File: src/rtl/uart_tx_prescaled.sv
// UART transmitter: start, 8 data bits LSB first, optional parity, stop.
// Each bit lasts Prescale cycles (0 means 16). Line idles high.
module uart_tx_prescaled #(
   parameter int DATA_WIDTH = 8
) (
   input  logic                  CLK_UART_TX,
   input  logic                  RST_UART_TX,
   input  logic [DATA_WIDTH-1:0] P_DATA_UART_TX,
   input  logic                  DATA_VALID_UART_TX,
   input  logic                  PAR_EN_UART_TX,
   input  logic                  PAR_TYPE_UART_TX,
   input  logic [3:0]            Prescale_UART_TX,
   output logic                  TX_OUT_UART_TX,
   output logic                  BUSY_UART_TX
);

   typedef enum logic [2:0] {
      IDLE,
      START,
      DATA,
      PARITY,
      STOP
   } state_e;

   localparam logic [2:0] LAST_IDX = 3'(DATA_WIDTH - 1);

   state_e                state_q, state_d;
   logic [3:0]            cnt_q, cnt_d;
   logic [2:0]            idx_q, idx_d;
   logic [DATA_WIDTH-1:0] data_q, data_d;
   logic                  par_en_q, par_en_d;
   logic                  par_bit_q, par_bit_d;
   logic [3:0]            last_q, last_d;
   logic                  tx_q, tx_d;
   logic                  busy_q, busy_d;
   logic                  tick_end;

   // last_q holds P-1; a Prescale of 0 wraps to 15, giving 16 cycles
   assign tick_end = (cnt_q == last_q);

   // Next-state, bit timing and next line level decode
   always_comb begin
      state_d   = state_q;
      cnt_d     = tick_end ? 4'd0 : cnt_q + 4'd1;
      idx_d     = idx_q;
      data_d    = data_q;
      par_en_d  = par_en_q;
      par_bit_d = par_bit_q;
      last_d    = last_q;
      tx_d      = tx_q;
      busy_d    = busy_q;
      unique case (state_q)
         IDLE: begin
            cnt_d  = 4'd0;
            tx_d   = 1'b1;
            busy_d = 1'b0;
            if (DATA_VALID_UART_TX) begin
               data_d    = P_DATA_UART_TX;
               par_en_d  = PAR_EN_UART_TX;
               par_bit_d = (^P_DATA_UART_TX) ^ PAR_TYPE_UART_TX;
               last_d    = Prescale_UART_TX - 4'd1;
               state_d   = START;
               tx_d      = 1'b0;
               busy_d    = 1'b1;
            end
         end
         START: begin
            if (tick_end) begin
               state_d = DATA;
               idx_d   = 3'd0;
               tx_d    = data_q[0];
            end
         end
         DATA: begin
            if (tick_end) begin
               if (idx_q == LAST_IDX) begin
                  if (par_en_q) begin
                     state_d = PARITY;
                     tx_d    = par_bit_q;
                  end else begin
                     state_d = STOP;
                     tx_d    = 1'b1;
                  end
               end else begin
                  idx_d = idx_q + 3'd1;
                  tx_d  = data_q[idx_q + 3'd1];
               end
            end
         end
         PARITY: begin
            if (tick_end) begin
               state_d = STOP;
               tx_d    = 1'b1;
            end
         end
         STOP: begin
            if (tick_end) begin
               state_d = IDLE;
               tx_d    = 1'b1;
               busy_d  = 1'b0;
            end
         end
         default: begin
            state_d = IDLE;
            cnt_d   = 4'd0;
            tx_d    = 1'b1;
            busy_d  = 1'b0;
         end
      endcase
   end

   // State, counters, latched frame and registered outputs
   always_ff @(posedge CLK_UART_TX or posedge RST_UART_TX) begin
      if (RST_UART_TX) begin
         state_q   <= IDLE;
         cnt_q     <= 4'd0;
         idx_q     <= 3'd0;
         data_q    <= '0;
         par_en_q  <= 1'b0;
         par_bit_q <= 1'b0;
         last_q    <= 4'd0;
         tx_q      <= 1'b1;
         busy_q    <= 1'b0;
      end else begin
         state_q   <= state_d;
         cnt_q     <= cnt_d;
         idx_q     <= idx_d;
         data_q    <= data_d;
         par_en_q  <= par_en_d;
         par_bit_q <= par_bit_d;
         last_q    <= last_d;
         tx_q      <= tx_d;
         busy_q    <= busy_d;
      end
   end

   assign TX_OUT_UART_TX = tx_q;
   assign BUSY_UART_TX   = busy_q;

endmodule

File: config.mk
export PLATFORM = sky130hd
export DESIGN_NAME = uart_tx_prescaled
export DESIGN_NICKNAME = d
export VERILOG_FILES = /design/src/rtl/uart_tx_prescaled.sv
export SDC_FILE = /design/constraint.sdc
export NUM_CORES = 1
export LEC_CHECK = 0
export BUFFER_PORTS_ARGS = -buffer_cell sky130_fd_sc_hd__buf_2
export CAP_MARGIN = 5
export CORE_MARGIN = 1
export CORE_UTILIZATION = 60
export CTS_CLUSTER_SIZE = 20
export DETAILED_ROUTE_END_ITERATION = 6
export PLACE_DENSITY = 0.89
export SYNTH_ARGS = -nofsm -noshare
export SYNTH_HDL_FRONTEND = slang
export SYNTH_SLANG_ARGS = --single-unit
File: constraint.sdc
create_clock -name CLK_UART_TX -period 4.21 [get_ports CLK_UART_TX]
set_input_delay 1.0525 -clock CLK_UART_TX [delete_from_list [all_inputs] [get_ports CLK_UART_TX]]
set_output_delay 1.0525 -clock CLK_UART_TX [all_outputs]
set_load 0.03 [all_outputs]
Word level (Yosys, flattened, before mapping). Cells that the tools add are included.

Output and inout bits: 2. Input port bits: 17. Word-level logic and storage cells: 65. Bits in registers: 26.

Bitwise operators: 2. Equality and inequality tests: 14. Muxes and demuxes: 25. Add/sub/neg operators: 3. Magnitude comparators: 1. Reductions and logical operators: 11.

Operators with widths (count): $mux W3 (9); $pmux W3 S5 (1); $ne A2 B2 Y1 const B (7); $mux W1 (9); $mux W4 (2); $reduce_xor A8 Y1 (1); $eq A3 B2 Y1 const B (2); $eq A3 B3 Y1 const B (2); $pmux W3 S2 (1); $reduce_and A6 Y1 (1); $add A4 B1 Y4 const B (1); $eq A4 B4 Y1 (1); $lt A3 B4 Y1 const B (1); $pmux W1 S4 (1); $reduce_and A2 Y1 (2); $reduce_and A4 Y1 (1); $reduce_or A4 Y1 (1); $sub A4 B1 Y4 const B (1); $add A3 B1 Y3 const B (1); $bmux W1 S3 (1); $eq A3 B1 Y1 const B (1); $logic_not A3 Y1 (1); $pmux W1 S3 (1); $reduce_and A3 Y1 (1); 6 further kinds (6).

Logic depth before layout (Yosys ltp). Gate-level depths: netlist of the first run.

Word-level depth: 6. Gate-level depth with buffers: 7. Gate-level depth less buffers: 7.

Least setup slack after synthesis of the first run. Ideal clock, no wire load.

Kind: register to register. From: reg idx_q[0]. To: reg tx_q (netlist: TX_OUT_UART_TX). Path buffers: 0. Required time: 4.125 ns. Arrival time: 1.781 ns. Period minus slack after synthesis: 1.866 ns. Slack: 2.344 ns. Setup time: 0.085 ns. Stages on the path, launching flop included: 7. Path through: dfrtp_1 ha_1 mux4_2 nor2b_1 a211o_1 o2111ai_1 a21oi_1.

Cells in the longest elaborated chain, start to end: 6. Elaborated cells between the ends (all ways): 7. Those cells by class: add/sub: 1; eq/ne: 1; mux: 5.

RTL lines: from (decl) (RTL line 29) `logic [2:0] idx_q, idx_d;`; from (signal assigned) (RTL line 127) `idx_q <= idx_d;`; $add A3 B1 Y3 (RTL line 86) `tx_d = data_q[idx_q + 3'd1];`; $bmux W1 S3 (RTL line 86); $mux W1 (not written as such) (RTL line 86); $mux W1 * (RTL line 76) `if (idx_q == LAST_IDX) begin`; $mux W1 * (RTL line 75) `if (tick_end) begin`; $pmux W1 S4 * (RTL line 52) `unique case (state_q)`; to (signal assigned) (RTL line 132) `tx_q <= tx_d;`; to (decl) (RTL line 34) `logic tx_q, tx_d;`.

Every way passes the cells marked *; elsewhere a longest branch is shown, timed or not. The select of a mux whose other input is x is not followed. A chain may end at the register's enable or synchronous reset.

Worst setup path after layout of the first run.
From: reg tx_q (netlist: TX_OUT_UART_TX). To: out TX_OUT_UART_TX.

RTL lines: to (decl) (RTL line 13) `output logic TX_OUT_UART_TX,`.

No word-level cell between the ends.

==> flow_metrics.py, run 1 <==
metrics = {
    "outcome": {
        "status": "complete, no violations",
    },
    "logic_synthesis": {
        "synth_edf_count": 0,
        "synthesis.nets": 166,
        "synth_area_mm2": 0.001391,
        "ys_seq_elements": 26,
        "ys_seq_area_share_pct": 46.85,
        "yosys_most_used_dff": "dfrtp_1",
        "yosys.area.top_type": "dfrtp_1",
        "syn_avg_cell_area_um2": 9.662,
        "synth_top_area_share_pct": 44.96,
        "ys_types": 30,
        "yosysWarnings": 0,
        "postSynth.asyncResetShare_pct": 100.0,
        "synth.area.top_cells": "dfrtp_1 45%, nand2_1 9.4%, xnor2_1 6.3%, ha_1 4.5%, xor2_1 3.8%",
        "syn_inst": 144,
    },
    "sta": {
        "final.setup.tns_ns": 0,
        "slew_headroom_pct": 37.33,
        "report.final.slew_viol_count": 0,
        "worst_pin_slew_ns": 0.9391,
        "finalCriticalPeriod_ns": 2.114,
        "setup_viol": 0,
        "clock.fmax_ghz": 0.4730,
        "post-route-period-util_pct": 50.21,
        "rsz0062_at_grt": "no",
        "hold_viol_final": 0,
        "fin_worst_skew_ns": 0.001934,
    },
    "drt": {
        "wl_mm": 2.578,
        "ant_nets": 0,
        "avgViaCountPerCell": 5.553,
        "drc": 0,
        "firstDrtPassIters": 4,
        "drt_iter0_markers": 25,
        "wl_per_cell_um": 13.71,
        "dr_total_vias": 1044,
    },
    "final_layout": {
        "insertedDiodeCount": 0,
        "design_area_mm2": 0.001530,
        "layoutNonFillerInstCount": 188,
        "fillCellCount": 167,
        "nNetsFinal": 183,
        "final_util_pct": 69.85,
        "seqCellArea_um2": 651.9,
        "multiInputGateArea_um2": 698.2,
        "area_delta_synth_final_pct": 9.982,
        "drive_above_1_share_pct": 20.63,
    },
    "pwr": {
        "peakVddDrop_v": 0.0004539,
        "powerDensity_mw_per_mm2": 714.0,
        "combPwrFrac_pct": 45.4,
        "p_clk_share_pct": 11.5,
        "p_total_mw": 1.093,
        "p_sw_share_pct": 41.04,
        "p_switching_mw": 0.4485,
        "power_report.internal_total_mw": 0.6442,
        "leakage_nw": 0.7776,
        "seqPwrFrac_pct": 43.1,
    },
    "place": {
        "port_buffers": 18,
        "place_congestion": 0.8977,
        "dpl.hpwl_mm": 1.933,
        "post-place-cells": 184,
        "place_area_mm2": 0.001494,
    },
    "hold_path": {
        "min_path_type": "register to register",
        "hold_depth": 2,
    },
    "clock_network": {
        "cts_made_buffers": 3,
        "htree_levels": 1,
        "cts.sinks": 26,
        "post_cts_buffers": 0,
        "cts.repair.resized": 0,
        "path_clk_slew_ns": 0.14,
        "clk-insertion-delay-late_ns": 0.31,
        "clock-root-buffer": "clkbuf_4",
        "cts-hold-fix-buffers": 0,
        "clock_path_buffers": 2,
        "cts_tree": "done",
    },
    "setup_path": {
        "path_cells": "buf_2",
        "crit_buf_inv": 1,
        "crit_family": "flip-flops",
        "cp_data_arrival_time_ns": 1.06,
        "reg2reg_depth": 6,
        "slowest_delay_ns": 0.56,
        "required_ns": 3.16,
        "crit_type": "register to primary output",
        "path_max_fanout": 2,
        "cp_slowest_cell": "dfstp_2",
        "worst_setup_path_end_kind": "primary output",
        "cp.depth": 1,
        "cp-start-kind": "register",
    },
    "grt": {
        "grt_max_degree": 27,
        "grt_usage_pct": 23.72,
        "antenna_found_initial": 0,
        "overflow": 0,
        "grt_pass1_wl_mm": 4.395,
        "grt_pass1_vias": 1113,
    },
    "floorplanning": {
        "num_rows": 17,
        "die_h_um": 50.16,
        "die_w_um": 50.16,
        "initial_core_util_pct": 63.51,
        "die-area_mm2": 0.002516,
        "io_pins": 19,
        "coreArea_mm2": 0.002191,
    },
    "run": {
        "drv_cap": 0,
    },
}
flip-flops by register name, indices dropped and copies added (netlist names):
name and flops:
state_q 3, BUSY_UART_TX 1, par_en_q 1, last_q 4, data_q 8, TX_OUT_UART_TX 1, cnt_q 4, idx_q 3
par_bit_q 1
through the flow:
step / hold WS, ns / setup WS (ns)
final: 0.4936 / 2.096
after global routing: 0.5209 / 2.042
after CTS: 0.4957 / 2.087
after detailed placement: 0.4626 / 2.012
after floorplan: 0.4403 / 2.344
after global placement: 0.4550 / 2.160
cell families (layout without fill, tap and decap cells):
group	count (synthesis)	in the layout	synth area share, %
buffers and inverters	11	27	2.968
muxes	5	5	6.474
AOI/OAI and AO/OA	19	19	8.364
xor gates and xnor gates	16	16	10.07
and+or+nand+nor	62	62	20.77
adders and majority gates	5	5	4.496
DFF	26	26	46.85
area by class of cell:
cell class                      instances  area share [%]
Timing Repair Buffer                   18           5.887
Sequential cell                        26           42.60
Clock buffer                            4           2.371
Tap cell                               28           2.289
Inverter                                5           1.226
Multi-Input combinational cell        107           45.63
cell usage after synthesis, drive strengths merged (2+ instances only):
library cell  instances
a21oi                 3
nand3                 2
inv                   5
mux2                  3
o22ai                 2
nor3                  5
nor2b                 2
o21ai                 8
ha                    5
and3                  2
dfrtp                25
nor2                 10
nor4                  2
mux4                  2
clkbuf                6
nand2                35
xnor2                10
or2                   2
xor2                  6
worst paths after layout:
check	startpoint	end	slack (ns)
min in group asynchronous	RST_UART_TX	last_q[2]	0.92
hold reg to reg	data_q[2]	data_q[2]	0.49
setup / recovery	TX_OUT_UART_TX	TX_OUT_UART_TX	2.10
setup reg to reg	idx_q[0]	TX_OUT_UART_TX	2.16
max in group asynchronous	RST_UART_TX	idx_q[0]	2.73
hold / removal	data_q[2]	data_q[2]	0.49
tightest hold or removal path, delay by kind of cell, from the launching register on:
family,cells,cell delay [ns]
flip-flops,1,0.37
AND/OR/NAND/NOR,2,0.10
cell usage in the layout, fill, tap and decap left out:
master and count:
a31oi_1 1, o2111ai_1 1, mux4_2 2, clkbuf_4 3
nor4b_1 1, xor2_1 6, buf_2 18, nor3_1 5
a211oi_1 1, nor4_1 1, a221oi_1 1, o21ai_0 8
ha_1 5, or2_2 1, inv_1 5, dfrtp_1 25
a21oi_1 3, clkbuf_8 1, a21o_2 1, nor4_4 1
nand2b_2 1, nor2_1 10, xnor2_1 10, a211o_1 1
o22ai_1 2, dfstp_2 1, nand2_1 35, nor2b_1 2
mux2_4 3, or2_4 1, nand3_1 2, and3_1 2
power by group through the flow:
| stage | clock [mW] | combinational (mW) | sequential [mW] |
|---|---|---|---|
| 2_1_floorplan | 0 | 0.413 | 0.450 |
| 3_3_place_gp | 0 | 0.471 | 0.465 |
| 3_5_place_dp | 0 | 0.498 | 0.474 |
| 4_1_cts | 0.129 | 0.502 | 0.468 |
| 5_1_grt | 0.137 | 0.557 | 0.486 |
| 6_report | 0.126 | 0.496 | 0.471 |
metal layers:
metal / global-route usage [%] / routed length [um] / share of wire (%) / up-vias
met5: 0 / 0 / 0 / -
met4: 10.48 / 17 / 0.66 / 0
met3: 3.636 / 74 / 2.9 / 2
met2: 41.56 / 1391 / 54 / 24
met1: 28.57 / 1094 / 42 / 505
li1: - / - / - / 513
(Power assumes the default switching activity.)
==> run 2, diff against run 1 <==
Settings changed: CORE_UTILIZATION 60 to 50, PLACE_DENSITY 0.89 to 0.8.
Clock period 4.21 ns to 1.85 ns, I/O delays scaled along.
==> flow_metrics.py, run 2 (synthesized netlist as in run 1, its figures left out) <==
metrics = {
    "floorplanning": {
        "coreArea_mm2": 0.002545,
        "die-area_mm2": 0.002998,
        "num_rows": 18,
        "die_w_um": 54.75,
        "initial_core_util_pct": 54.67,
        "io_pins": 19,
        "die_h_um": 54.75,
    },
    "final_layout": {
        "final_cell_mix": "35 x nand2_1, 25 x dfrtp_1, 18 x buf_2, 10 x nor2_1, 10 x xnor2_1",
        "design_area_mm2": 0.001622,
        "largest_reg_flops": 8,
        "nNetsFinal": 188,
        "regMostFlops": "data_q",
        "drive_above_1_share_pct": 25.45,
        "fillCellCount": 220,
        "mostFrequentLayoutCell": "nand2_1",
        "area_delta_synth_final_pct": 16.55,
        "reg_top3": "data_q x8, cnt_q x4, last_q x4",
        "insertedDiodeCount": 0,
    },
    "grt": {
        "antenna_found_initial": 0,
        "grt_max_degree": 20,
        "overflow": 0,
        "grt_pass1_vias": 1036,
        "grt_usage_pct": 22.57,
        "grt_pass1_wl_mm": 4.692,
    },
    "sta": {
        "clock.fmax_ghz": 0.5458,
        "setup_viol": 0,
        "fin_worst_skew_ns": 0.004678,
        "finalCriticalPeriod_ns": 1.832,
        "slew_headroom_pct": 77.11,
        "worst_pin_slew_ns": 0.3430,
        "hold_slack_ns": 0.05322,
        "post-route-period-util_pct": 99.03,
        "report.final.slew_viol_count": 0,
        "hold_viol_final": 0,
        "rsz0062_at_grt": "no",
        "final.setup.tns_ns": 0,
    },
    "setup_path": {
        "timing.rr.start": "idx_q[0]",
        "path_max_fanout": 3,
        "cp_data_arrival_time_ns": 2.11,
        "crit_type": "register to register",
        "worst_setup_path_end_kind": "register",
        "rr_endpoint": "TX_OUT_UART_TX",
        "required_ns": 2.13,
        "cp-start-kind": "register",
        "reg2reg_depth": 6,
        "reg2reg_setup_slack_ns": 0.02,
    },
    "drt": {
        "dr_total_vias": 1058,
        "drt_iter0_markers": 26,
        "ant_nets": 0,
        "avgViaCountPerCell": 5.426,
        "wl_per_cell_um": 14.11,
        "firstDrtPassIters": 4,
        "wl_mm": 2.752,
        "drc": 0,
    },
    "pwr": {
        "p_clk_share_pct": 14.5,
        "p_sw_share_pct": 39.49,
        "p_switching_mw": 1.077,
        "power_report.internal_total_mw": 1.650,
        "combPwrFrac_pct": 46.9,
        "peakVddDrop_v": 0.0008552,
        "leakage_nw": 0.8047,
        "powerDensity_mw_per_mm2": 1681,
        "seqPwrFrac_pct": 38.6,
    },
    "clock_network": {
        "cts_tree": "done",
        "cts.sinks": 26,
        "htree_levels": 1,
        "path_clk_slew_ns": 0.14,
        "clock-root-buffer": "clkbuf_4",
        "clock_path_buffers": 2,
        "cts-hold-fix-buffers": 0,
        "post_cts_buffers": 0,
        "clk-insertion-delay-late_ns": 0.33,
        "cts_made_buffers": 3,
    },
    "place": {
        "dpl.hpwl_mm": 2.068,
        "place_congestion": 0.8274,
        "port_buffers": 18,
        "place_area_mm2": 0.001546,
    },
    "hold_path": {
        "min_path_type": "primary input to async pin",
    },
    "outcome": {
        "status": "complete, no violations",
    },
    "run": {
        "drv_cap": 0,
    },
}
## run 2: changes by cell type in the layout (fill, tap and decap cells not counted)
cell | previous run | this run
clkbuf_8 | 1 | 0
a21oi_1 | 3 | 2
o2111ai_1 | 1 | 0
bufinv_16 | 0 | 1
ha_1 | 5 | 3
o2111ai_2 | 0 | 1
a21oi_2 | 0 | 1
buf_4 | 0 | 5
ha_4 | 0 | 2
## run 2: power by group through the flow
stage          logic [mW]  clock network (mW)  registers, mW
2_1_floorplan       0.956                   0           1.03
3_3_place_gp         1.19                   0           1.05
3_5_place_dp         1.26                   0           1.06
4_1_cts              1.28               0.403           1.06
5_1_grt              1.44               0.417           1.08
6_report             1.28               0.396           1.05
## run 2: worst max-delay path, cell delays in order (launching register included)
cell and delay, ns:
dfrtp_1 0.44, ha_4 0.29, mux4_2 0.48, nor2b_1 0.14
a211o_1 0.24, o2111ai_2 0.10, a21oi_2 0.08
## run 2: worst max path at each step
stage              from             end  slack (ns)  cells past startpoint
3_3_place_gp   idx_q[0]  TX_OUT_UART_TX        0.05                      6
6_report       idx_q[0]  TX_OUT_UART_TX        0.02                      6
5_1_grt        idx_q[0]  TX_OUT_UART_TX       0.008                      6
3_5_place_dp   idx_q[0]  TX_OUT_UART_TX       -0.05                      7
2_1_floorplan  idx_q[0]  TX_OUT_UART_TX        0.03                      6
4_1_cts        idx_q[1]  TX_OUT_UART_TX      -0.004                      6
## run 2: cell type report
class	instances	area, um2	area share [%]
Clock buffer	3	22.52	1.389
Clock inverter	1	30.03	1.852
Inverter	5	18.77	1.157
Multi-Input combinational cell	107	733.2	45.22
Sequential cell	26	651.9	40.20
Tap cell	30	37.54	2.315
Timing Repair Buffer	23	127.6	7.870
## run 2: per-layer routing
| metal | share of wire (%) | global-route usage, % | up-vias |
|---|---|---|---|
| li1 | - | - | 525 |
| met1 | 44 | 29.82 | 502 |
| met2 | 50 | 35.94 | 22 |
| met3 | 2.8 | 2.778 | 9 |
| met4 | 3.1 | 11.54 | 0 |
| met5 | 0 | 0 | - |
## run 2: through the flow
| stage | total power, mW | instances | setup WS (ns) | utilization (%) |
|---|---|---|---|---|
| 2_1_floorplan | 1.989 | 144 | 0.02764 | - |
| 3_3_place_gp | 2.237 | 191 | 0.04738 | 60.77 |
| 3_5_place_dp | 2.326 | 191 | -0.04913 | 60.77 |
| 4_1_cts | 2.740 | 195 | -0.003522 | 63.57 |
| 5_1_grt | 2.938 | 195 | 0.008494 | 63.72 |
| 6_report | 2.726 | 195 | 0.01795 | 63.72 |
## run 2: repair_timing
item,4_1_cts,5_1_grt
endpoints found under the setup margin,1,1
pin swaps,3,2
resized for setup,2,1
==> run 3, diff against run 2 <==
Settings changed: BUFFER_PORTS_ARGS -buffer_cell sky130_fd_sc_hd__buf_2 to -buffer_cell sky130_fd_sc_hd__buf_4.
==> flow_metrics.py, run 3 (synthesized netlist as in run 1, its figures left out) <==
metrics = {
    "setup_path": {
        "timing.rr.start": "idx_q[0]",
        "rr_endpoint": "TX_OUT_UART_TX",
        "cp_slowest_cell": "mux4_2",
        "crit_family": "multiplexers",
        "path_cells": "ha_4, mux4_2, nor2b_1, a211o_1, o2111ai_2, a21oi_2",
        "reg2reg_setup_slack_ns": 0.04,
        "slowest_delay_ns": 0.48,
        "cp-start-kind": "register",
        "required_ns": 2.12,
        "crit_type": "register to register",
        "path_max_fanout": 3,
        "crit_buf_inv": 0,
        "reg2reg_depth": 6,
        "cp_data_arrival_time_ns": 2.08,
        "worst_setup_path_end_kind": "register",
    },
    "final_layout": {
        "final_cell_mix": "35 x nand2_1, 25 x dfrtp_1, 23 x buf_4, 10 x nor2_1, 10 x xnor2_1",
        "reg_top3": "data_q x8, cnt_q x4, last_q x4",
        "insertedDiodeCount": 0,
        "regMostFlops": "data_q",
        "largest_reg_flops": 8,
        "final_util_pct": 65.49,
        "mostFrequentLayoutCell": "nand2_1",
        "fillCellCount": 198,
        "nNetsFinal": 188,
        "area_delta_synth_final_pct": 19.78,
        "drive_above_1_share_pct": 25.45,
    },
    "sta": {
        "fin_worst_skew_ns": 0.006813,
        "rsz0062_at_grt": "yes",
        "finalCriticalPeriod_ns": 1.813,
        "report.final.slew_viol_count": 0,
        "final.setup.tns_ns": 0,
        "clock.fmax_ghz": 0.5515,
        "setup_viol": 0,
        "post-route-period-util_pct": 98.01,
        "hold_viol_final": 0,
        "worst_pin_slew_ns": 0.3527,
        "slew_headroom_pct": 76.49,
    },
    "grt": {
        "grt_pass1_vias": 1011,
        "overflow": 0,
        "grt_usage_pct": 21.20,
        "grt_pass1_wl_mm": 4.422,
        "antenna_found_initial": 0,
        "grt_max_degree": 20,
    },
    "pwr": {
        "leakage_nw": 0.8201,
        "powerDensity_mw_per_mm2": 1645,
        "peakVddDrop_v": 0.001019,
    },
    "clock_network": {
        "cts-hold-fix-buffers": 0,
        "post_cts_buffers": 0,
        "cts_made_buffers": 3,
        "path_clk_slew_ns": 0.15,
        "htree_levels": 1,
        "clock_path_buffers": 2,
        "clock-root-buffer": "clkbuf_4",
        "cts_tree": "done",
        "cts.sinks": 26,
        "clk-insertion-delay-late_ns": 0.32,
    },
    "place": {
        "place_congestion": 0.8237,
        "port_buffers": 18,
        "dpl.hpwl_mm": 2.077,
    },
    "drt": {
        "wl_mm": 2.742,
        "drc": 0,
        "wl_per_cell_um": 14.06,
        "avgViaCountPerCell": 5.564,
        "firstDrtPassIters": 4,
        "ant_nets": 0,
        "dr_total_vias": 1085,
        "drt_iter0_markers": 10,
    },
    "floorplanning": {
        "io_pins": 19,
        "initial_core_util_pct": 54.67,
        "die-area_mm2": 0.002998,
        "die_w_um": 54.75,
        "num_rows": 18,
        "coreArea_mm2": 0.002545,
        "die_h_um": 54.75,
    },
    "outcome": {
        "status": "complete, no violations",
    },
    "run": {
        "drv_cap": 0,
    },
    "hold_path": {
        "min_path_type": "primary input to async pin",
    },
}
==> run 3: cell counts in the layout (fill, tap and decap cells not counted) <==
Identical to the previous run, type by type.
==> run 3: per-layer routing <==
layer | up-vias | share of wire, % | global-route usage, %
li1 | 527 | - | -
met1 | 521 | 43 | 27.27
met4 | 0 | 1.5 | 11.11
met2 | 31 | 51 | 33.33
met5 | - | 0 | 0
met3 | 6 | 4.4 | 4.167
==> run 3: cell type report <==
cell class | count | area [um2] | share of cell area [%]
clock buffer | 3 | 22.52 | 1.351
clock inverter | 1 | 30.03 | 1.802
inverter | 5 | 18.77 | 1.126
multi-input combinational | 107 | 733.2 | 43.99
sequential | 26 | 651.9 | 39.11
tap | 30 | 37.54 | 2.252
timing repair buffer | 23 | 172.7 | 10.36
==> run 3: worst max path at each step <==
stage          cells past startpoint     start  slack, ns             end
6_report                           6  idx_q[0]       0.04  TX_OUT_UART_TX
3_3_place_gp                       6  idx_q[0]       0.05  TX_OUT_UART_TX
5_1_grt                            6  idx_q[0]      -0.03  TX_OUT_UART_TX
2_1_floorplan                      6  idx_q[0]       0.03  TX_OUT_UART_TX
3_5_place_dp                       6  idx_q[0]      -0.02  TX_OUT_UART_TX
4_1_cts                            6  idx_q[0]      0.006  TX_OUT_UART_TX
==> run 3: worst register-to-register path, delay by kind of cell, from the launching register on <==
family,cells,cell delay [ns]
muxes,1,0.48
and+or+nand+nor,1,0.14
DFF,1,0.44
AOI/OAI and AO/OA,3,0.40
adders and majority gates,1,0.30
==> run 3: power by group <==
| part | switching (mW) | total, mW | internal [mW] | leakage, nW |
|---|---|---|---|---|
| combinational | 0.678 | 1.30 | 0.621 | 0.464 |
| clock | 0.171 | 0.390 | 0.219 | 0.0279 |
| sequential | 0.221 | 1.05 | 0.832 | 0.328 |
==> run 3: through the flow <==
step	hold slack (ns)	worst slack, ns	instances	area (um2)	total power [mW]
after floorplan	0.4403	0.02764	144	1404	1.989
final	0.06882	0.03685	195	1667	2.742
after global routing	0.07273	-0.02564	195	1667	2.948
after detailed placement	0.4436	-0.02189	191	1592	2.331
after global placement	0.4338	0.04621	191	1592	2.260
after CTS	0.06986	0.006376	195	1644	2.716
==> run 3: timing repair <==
item | 4_1_cts | 5_1_grt
gates cloned | 0 | 0
gates resized for setup | 0 | 3
setup endpoints to repair | 1 | 1
pin swaps | 3 | 1
